`src/rtl/mac_share_arb.sv`:
```
// mac_share_arb: round-robin arbiter in front of one shared combinational
// multiply-accumulate unit (R = A*B + C). Stage 1 holds the granted job's
// operands and drives the mac; stage 2 captures the mac result and presents
// it, tagged with the requester index, on a single response port.
//
// Handshake semantics (both request and response side): a transfer happens on
// a rising clock edge where valid and ready are both high. A requester keeps
// valid and its operands steady until it sees ready. req_ready never depends
// on anything but the arbiter state, pipeline occupancy, rsp_ready and
// req_valid, and at most one req_ready bit is high in any cycle. Once
// rsp_valid rises, rsp_r/rsp_id hold until the cycle rsp_ready is high.
module mac_share_arb #(
    parameter int NREQ = 4,
    parameter int IDW  = 3
) (
    input  logic                 clk,
    input  logic                 rst,
    input  logic [NREQ-1:0]      req_valid,
    input  logic [16*NREQ-1:0]   req_a,
    input  logic [16*NREQ-1:0]   req_b,
    input  logic [16*NREQ-1:0]   req_c,
    output logic [NREQ-1:0]      req_ready,
    output logic                 rsp_valid,
    input  logic                 rsp_ready,
    output logic [31:0]          rsp_r,
    output logic [IDW-1:0]       rsp_id,
    output logic [15:0]          mac_a,
    output logic [15:0]          mac_b,
    output logic [15:0]          mac_c,
    input  logic [31:0]          mac_r
);

    localparam int               PADW    = 2 ** IDW;
    localparam logic [IDW:0]     NREQ_X  = (IDW+1)'(NREQ);
    localparam logic [IDW-1:0]   LAST_ID = IDW'(NREQ - 1);

    // Round-robin pointer: the index scanned first in the next grant search.
    logic [IDW-1:0]   rr_ptr;

    // Stage 1: operands of the job currently on the mac inputs.
    logic             s1_valid;
    logic [15:0]      s1_a;
    logic [15:0]      s1_b;
    logic [15:0]      s1_c;
    logic [IDW-1:0]   s1_id;

    // Stage 2: captured result waiting for the consumer.
    logic             s2_valid;

    // Arbitration and flow-control terms.
    logic [PADW-1:0]  valid_pad;
    logic [IDW:0]     scan_idx;
    logic             grant_valid;
    logic [IDW-1:0]   grant_idx;
    logic [IDW-1:0]   next_ptr;
    logic [15:0]      sel_a;
    logic [15:0]      sel_b;
    logic [15:0]      sel_c;
    logic             s2_free;
    logic             s1_adv;
    logic             s1_load_ok;
    logic             accept;

    // Widen req_valid to the full ID range so it can be indexed by an ID.
    always_comb begin
        valid_pad              = '0;
        valid_pad[NREQ-1:0]    = req_valid;
    end

    // Grant search: first asserted request at or after rr_ptr, wrapping.
    always_comb begin
        grant_valid = 1'b0;
        grant_idx   = '0;
        scan_idx    = '0;
        for (int k = 0; k < NREQ; k++) begin
            scan_idx = {1'b0, rr_ptr} + (IDW+1)'(k);
            if (scan_idx >= NREQ_X) begin
                scan_idx = scan_idx - NREQ_X;
            end
            if (!grant_valid && valid_pad[scan_idx[IDW-1:0]]) begin
                grant_valid = 1'b1;
                grant_idx   = scan_idx[IDW-1:0];
            end
        end
    end

    // Operand mux for the granted requester.
    always_comb begin
        sel_a = '0;
        sel_b = '0;
        sel_c = '0;
        for (int i = 0; i < NREQ; i++) begin
            if (grant_idx == IDW'(i)) begin
                sel_a = req_a[16*i +: 16];
                sel_b = req_b[16*i +: 16];
                sel_c = req_c[16*i +: 16];
            end
        end
    end

    // Pipeline flow control: s2 drains when taken, s1 moves when s2 can take it.
    always_comb begin
        s2_free    = !s2_valid || rsp_ready;
        s1_adv     = s1_valid && s2_free;
        s1_load_ok = !s1_valid || s1_adv;
        accept     = !rst && grant_valid && s1_load_ok;
        next_ptr   = (grant_idx == LAST_ID) ? '0 : grant_idx + IDW'(1);
    end

    // One-hot ready toward the granted requester; nothing is offered in reset.
    always_comb begin
        req_ready = '0;
        for (int i = 0; i < NREQ; i++) begin
            req_ready[i] = accept && (grant_idx == IDW'(i));
        end
    end

    // Pointer moves past the winner only on an actual accept.
    always_ff @(posedge clk) begin
        if (rst) begin
            rr_ptr <= '0;
        end else if (accept) begin
            rr_ptr <= next_ptr;
        end
    end

    // Stage 1: load on accept, empty when the job moves on with no replacement.
    always_ff @(posedge clk) begin
        if (rst) begin
            s1_valid <= 1'b0;
            s1_a     <= '0;
            s1_b     <= '0;
            s1_c     <= '0;
            s1_id    <= '0;
        end else if (accept) begin
            s1_valid <= 1'b1;
            s1_a     <= sel_a;
            s1_b     <= sel_b;
            s1_c     <= sel_c;
            s1_id    <= grant_idx;
        end else if (s1_adv) begin
            s1_valid <= 1'b0;
        end
    end

    // Stage 2: capture the mac result as the job leaves stage 1.
    always_ff @(posedge clk) begin
        if (rst) begin
            s2_valid <= 1'b0;
            rsp_r    <= '0;
            rsp_id   <= '0;
        end else if (s1_adv) begin
            s2_valid <= 1'b1;
            rsp_r    <= mac_r;
            rsp_id   <= s1_id;
        end else if (s2_valid && rsp_ready) begin
            s2_valid <= 1'b0;
        end
    end

    // The mac sees stage-1 operands; they hold their last value when s1 empties.
    always_comb begin
        mac_a     = s1_a;
        mac_b     = s1_b;
        mac_c     = s1_c;
        rsp_valid = s2_valid;
    end

endmodule

```
`config.mk`:
```
export PLATFORM = sky130hd
export DESIGN_NAME = mac_share_arb
export DESIGN_NICKNAME = d
export VERILOG_FILES = /design/src/rtl/mac_share_arb.sv
export SDC_FILE = /design/constraint.sdc
export NUM_CORES = 1
export LEC_CHECK = 0
export ABC_AREA = 1
export CORE_AREA = 2 2 126 128
export CTS_CLUSTER_SIZE = 20
export DETAILED_ROUTE_END_ITERATION = 16
export DIE_AREA = 0 0 128 130
export GPL_TIMING_DRIVEN = 0
export PLACE_DENSITY = 0.73
export SYNTH_ARGS = -nofsm -noshare
export SYNTH_HDL_FRONTEND = slang
export SYNTH_SLANG_ARGS = --single-unit
```
`constraint.sdc`:
```
create_clock -name clk -period 4.15 [get_ports clk]
set_clock_uncertainty 0.1 [all_clocks]
set_input_delay 0.415 -clock clk [delete_from_list [all_inputs] [get_ports clk]]
set_output_delay 0.415 -clock clk [all_outputs]
set_load 0.005 [all_outputs]
```
==> summary.md <==
| Metric | Value |
|---|---|
| Run status | `finished, final reports clean` |
| Cell Area, Synth | `4900 µm²` |
| Routed WL | `about 21 mm` |
| PortBufs | `317` |
| # setup viols final | `0` |
| Slew HR | `55.4%` |
| Leading cell types in the layout, fill and taps excluded | `317 x clkdlybuf4s50_1, 264 x nand2_1, 112 x o21ai_0` |
| Pre-antenna DRT Iters | `5` |
| Worst Tran Pin Value | `669 ps` |
| Final-report max-slew violation count | `0` |
| Pre-CTS WS | `-381 ps` |
| Yosys reg bits | `91` |
| Die Area | `16600 µm²` |
| WP data required | `3630 ps` |
| Avg WL per Cell | `around 16 µm` |
| Final Power | `~0.0076 W` |
| Via/cell ratio | `4.80` |
| H-tree levels | `3` |
| Sequential Area | `1820 µm²` |
| Routed Antenna Nets | `0` |
| Final Cell Area | `between 8000 and 9000 µm²` |
| Hold Path Stages | `2` |
| Hold slack | `349 ps` |
| Cells on worst reg2reg path | `21` |
| Synth top area cells | `dfxtp_1 37%, nand2_1 20%, o21ai_0 11%, a21oi_1 10%, nor2_1 6.3%` |
| Clk root buf | `clkbuf_16` |
| Post-Place Cell Area | `8310 µm²` |
| P_leak | `3.36 nW` |
| Worst R2R End | `mac_b[12]` |
| Via count | `between 6000 and 7000` |
| Clock sinks | `91` |
| TritonCTS clock tree | `done` |
| Worst path arrival time | `between 3000 and 4000 ps` |
| RSZ-0062 raised after global routing | `no` |
| Count of final hold-check violations | `0` |
| Peak supply drop | `0.000471 V` |
| Tot GR Track Use | `between 20% and 30%` |
| Clock transition at path regs | `about 70 ps` |
| Max frequency | `0.258 GHz` |
| Maximum number of pins on one net before global-route repair | `20` |
| Sequential-to-total area share from yosys stat | `37.2%` |
| Period utilization | `93.3%` |
| Starting Density | `31.8%` |
| CP max FO | `10` |
| Hold Path Class | `reg2reg` |
| P per Cell Area | `873 nW/µm²` |
| Post-Syn Nets | `1018` |
| Initial antenna violation count | `1` |
| Fillers | `1538` |
| Number of CTS-inserted buffers | `9` |
| Layout cell share with drive strength beyond 1 | `5.32%` |
| Worst setup SP type | `flop` |
| Setup crit end kind | `output port` |
| Most common library cell in the layout ignoring fill and taps | `clkdlybuf4s50_1` |
| Longest Clk Path Bufs | `2` |
| Die height | `between 100 and 150 µm` |
| Die W | `128 µm` |
| Std cell rows | `46` |
| Mapped Avg Cell Area | `6.27 µm²` |
| Multi-input gate area | `between 2000 and 3000 µm²` |
| Worst Hold Endpoint | `s1_id[2]` |
| Area share of the largest cell type after synthesis | `between 30% and 40%` |
| # DRC | `0` |
| Iter 0 DRT Violations | `between 200 and 300` |
| Nets | `1343` |
| Cells after Synth | `781` |
| Min-delay src | `s1_id[2]` |
| Setup CP Type | `reg2out` |
| Max-Cap Viols | `0` |
| Setup ws final | `277 ps` |
| Total grt overflow | `0` |
| First-pass GRT wire length | `between 30 and 40 mm` |
| RePlAce Congestion | `between 0.8 and 0.9` |
| DP Wirelength | `about 17 mm` |
| Layout area overhead | `77.1%` |
| Later-pin clock latency in the skew report | `about 350 ps` |
| Vias in the first global route | `6069` |
| Worst reg2reg path startpoint | `rr_ptr[0]` |
| Post-synth top area cell | `dfxtp_1` |
| Final critical-path required period | `approximately 3900 ps` |
| Syn. warnings | `0` |
| Crit path from | `rr_ptr[0]` |
| I/O pin count | `319` |
| R2r setup slk | `500 ps` |
| Placeable Area | `15400 µm²` |
| Number of distinct library cells after synthesis | `25` |
[routing by layer]
layer | GRT usage (%) | part of all wire (%) | vias up
met5 | 0 | 0 | -
met4 | 7.76 | 2.0 | 0
met3 | 8.00 | 9.2 | 31
met2 | 48.0 | 51 | 243
met1 | 26.1 | 37 | 2792
li1 | - | - | 3189
[stage by stage]
stage | TNS [ps] | util, % | cells
2_1_floorplan | 0 | - | 781
3_3_place_gp | -573 | 53.9 | 1290
3_5_place_dp | -621 | 53.9 | 1290
4_1_cts | 0 | 55.8 | 1302
5_1_grt | 0 | 56.2 | 1303
6_report | 0 | 56.2 | 1303
[layout make-up]
class	count	share of cell area (%)
inverters	20	0.937
clock buffers	9	2.60
plain buffers	56	3.50
flip-flops and latches	91	21.0
multi-input cells	610	31.7
diodes	1	0.0288
repair buffers	318	36.7
clock inverters	6	0.750
well taps	192	2.77
[state kept, by name, summed over array words and instances (netlist names)]
register,count
rr_ptr,3
s1_valid,1
rsp_r,32
rsp_id,3
mac_b,16
s1_id,3
rsp_valid,1
mac_a,16
mac_c,16
[power breakdown]
group          total, W  internal, W  switching, W
combinational   0.00544      0.00224       0.00320
clock          0.000829     0.000466      0.000363
sequential      0.00130      0.00116      0.000147
total           0.00757      0.00386       0.00371
[how the worst max path moves through the flow]
| stage | end | slack [ps] | depth (start not counted) |
|---|---|---|---|
| 2_1_floorplan | req_ready[3] | 1070 | 17 |
| 4_1_cts | req_ready[1] | 20 | 15 |
| 3_3_place_gp | req_ready[3] | -330 | 17 |
| 5_1_grt | req_ready[1] | 70 | 17 |
| 3_5_place_dp | req_ready[3] | -380 | 17 |
| 6_report | req_ready[2] | 280 | 16 |
[synthesized netlist by cell type (all sizes together)]
cell type,count
nand2,268
o21ai,132
a21oi,100
dfxtp,91
nor2,82
clkbuf,38
buf,22
inv,19
nand3,15
ha,6
nand4,4
a21boi,1
clkinv,1
nor3,1
or2,1
[worst max-delay path, stage by stage, from the launching register on]
cell and delay (ps):
dfxtp_1 350, buf_6 150, inv_4 60, ha_4 270, inv_1 70, nand3_1 100
nand3_2 150, nor2_1 150, a21boi_0 100, nand3_1 130, nand2_2 100, inv_1 150
ha_4 210, clkinvlp_4 120, buf_2 200, nor2_2 160, clkdlybuf4s50_1 540
[cells by family (layout without fill, tap and decap cells)]
family,after synthesis,in the layout,share of synthesized area (%)
other cells,0,1,0
flops,91,91,37.2
buf+inv,80,409,7.53
compound gates,233,233,24.0
fa+ha+maj,6,6,1.53
simple gates,371,371,29.7
[timing repair]
item / 4_1_cts / 5_1_grt
gates resized for setup: 7 / 14
setup buffers: 1 / 0
endpoints found under the setup margin: 3 / 5
hold buffers: 0 / 0
(Power assumes the default switching activity.)
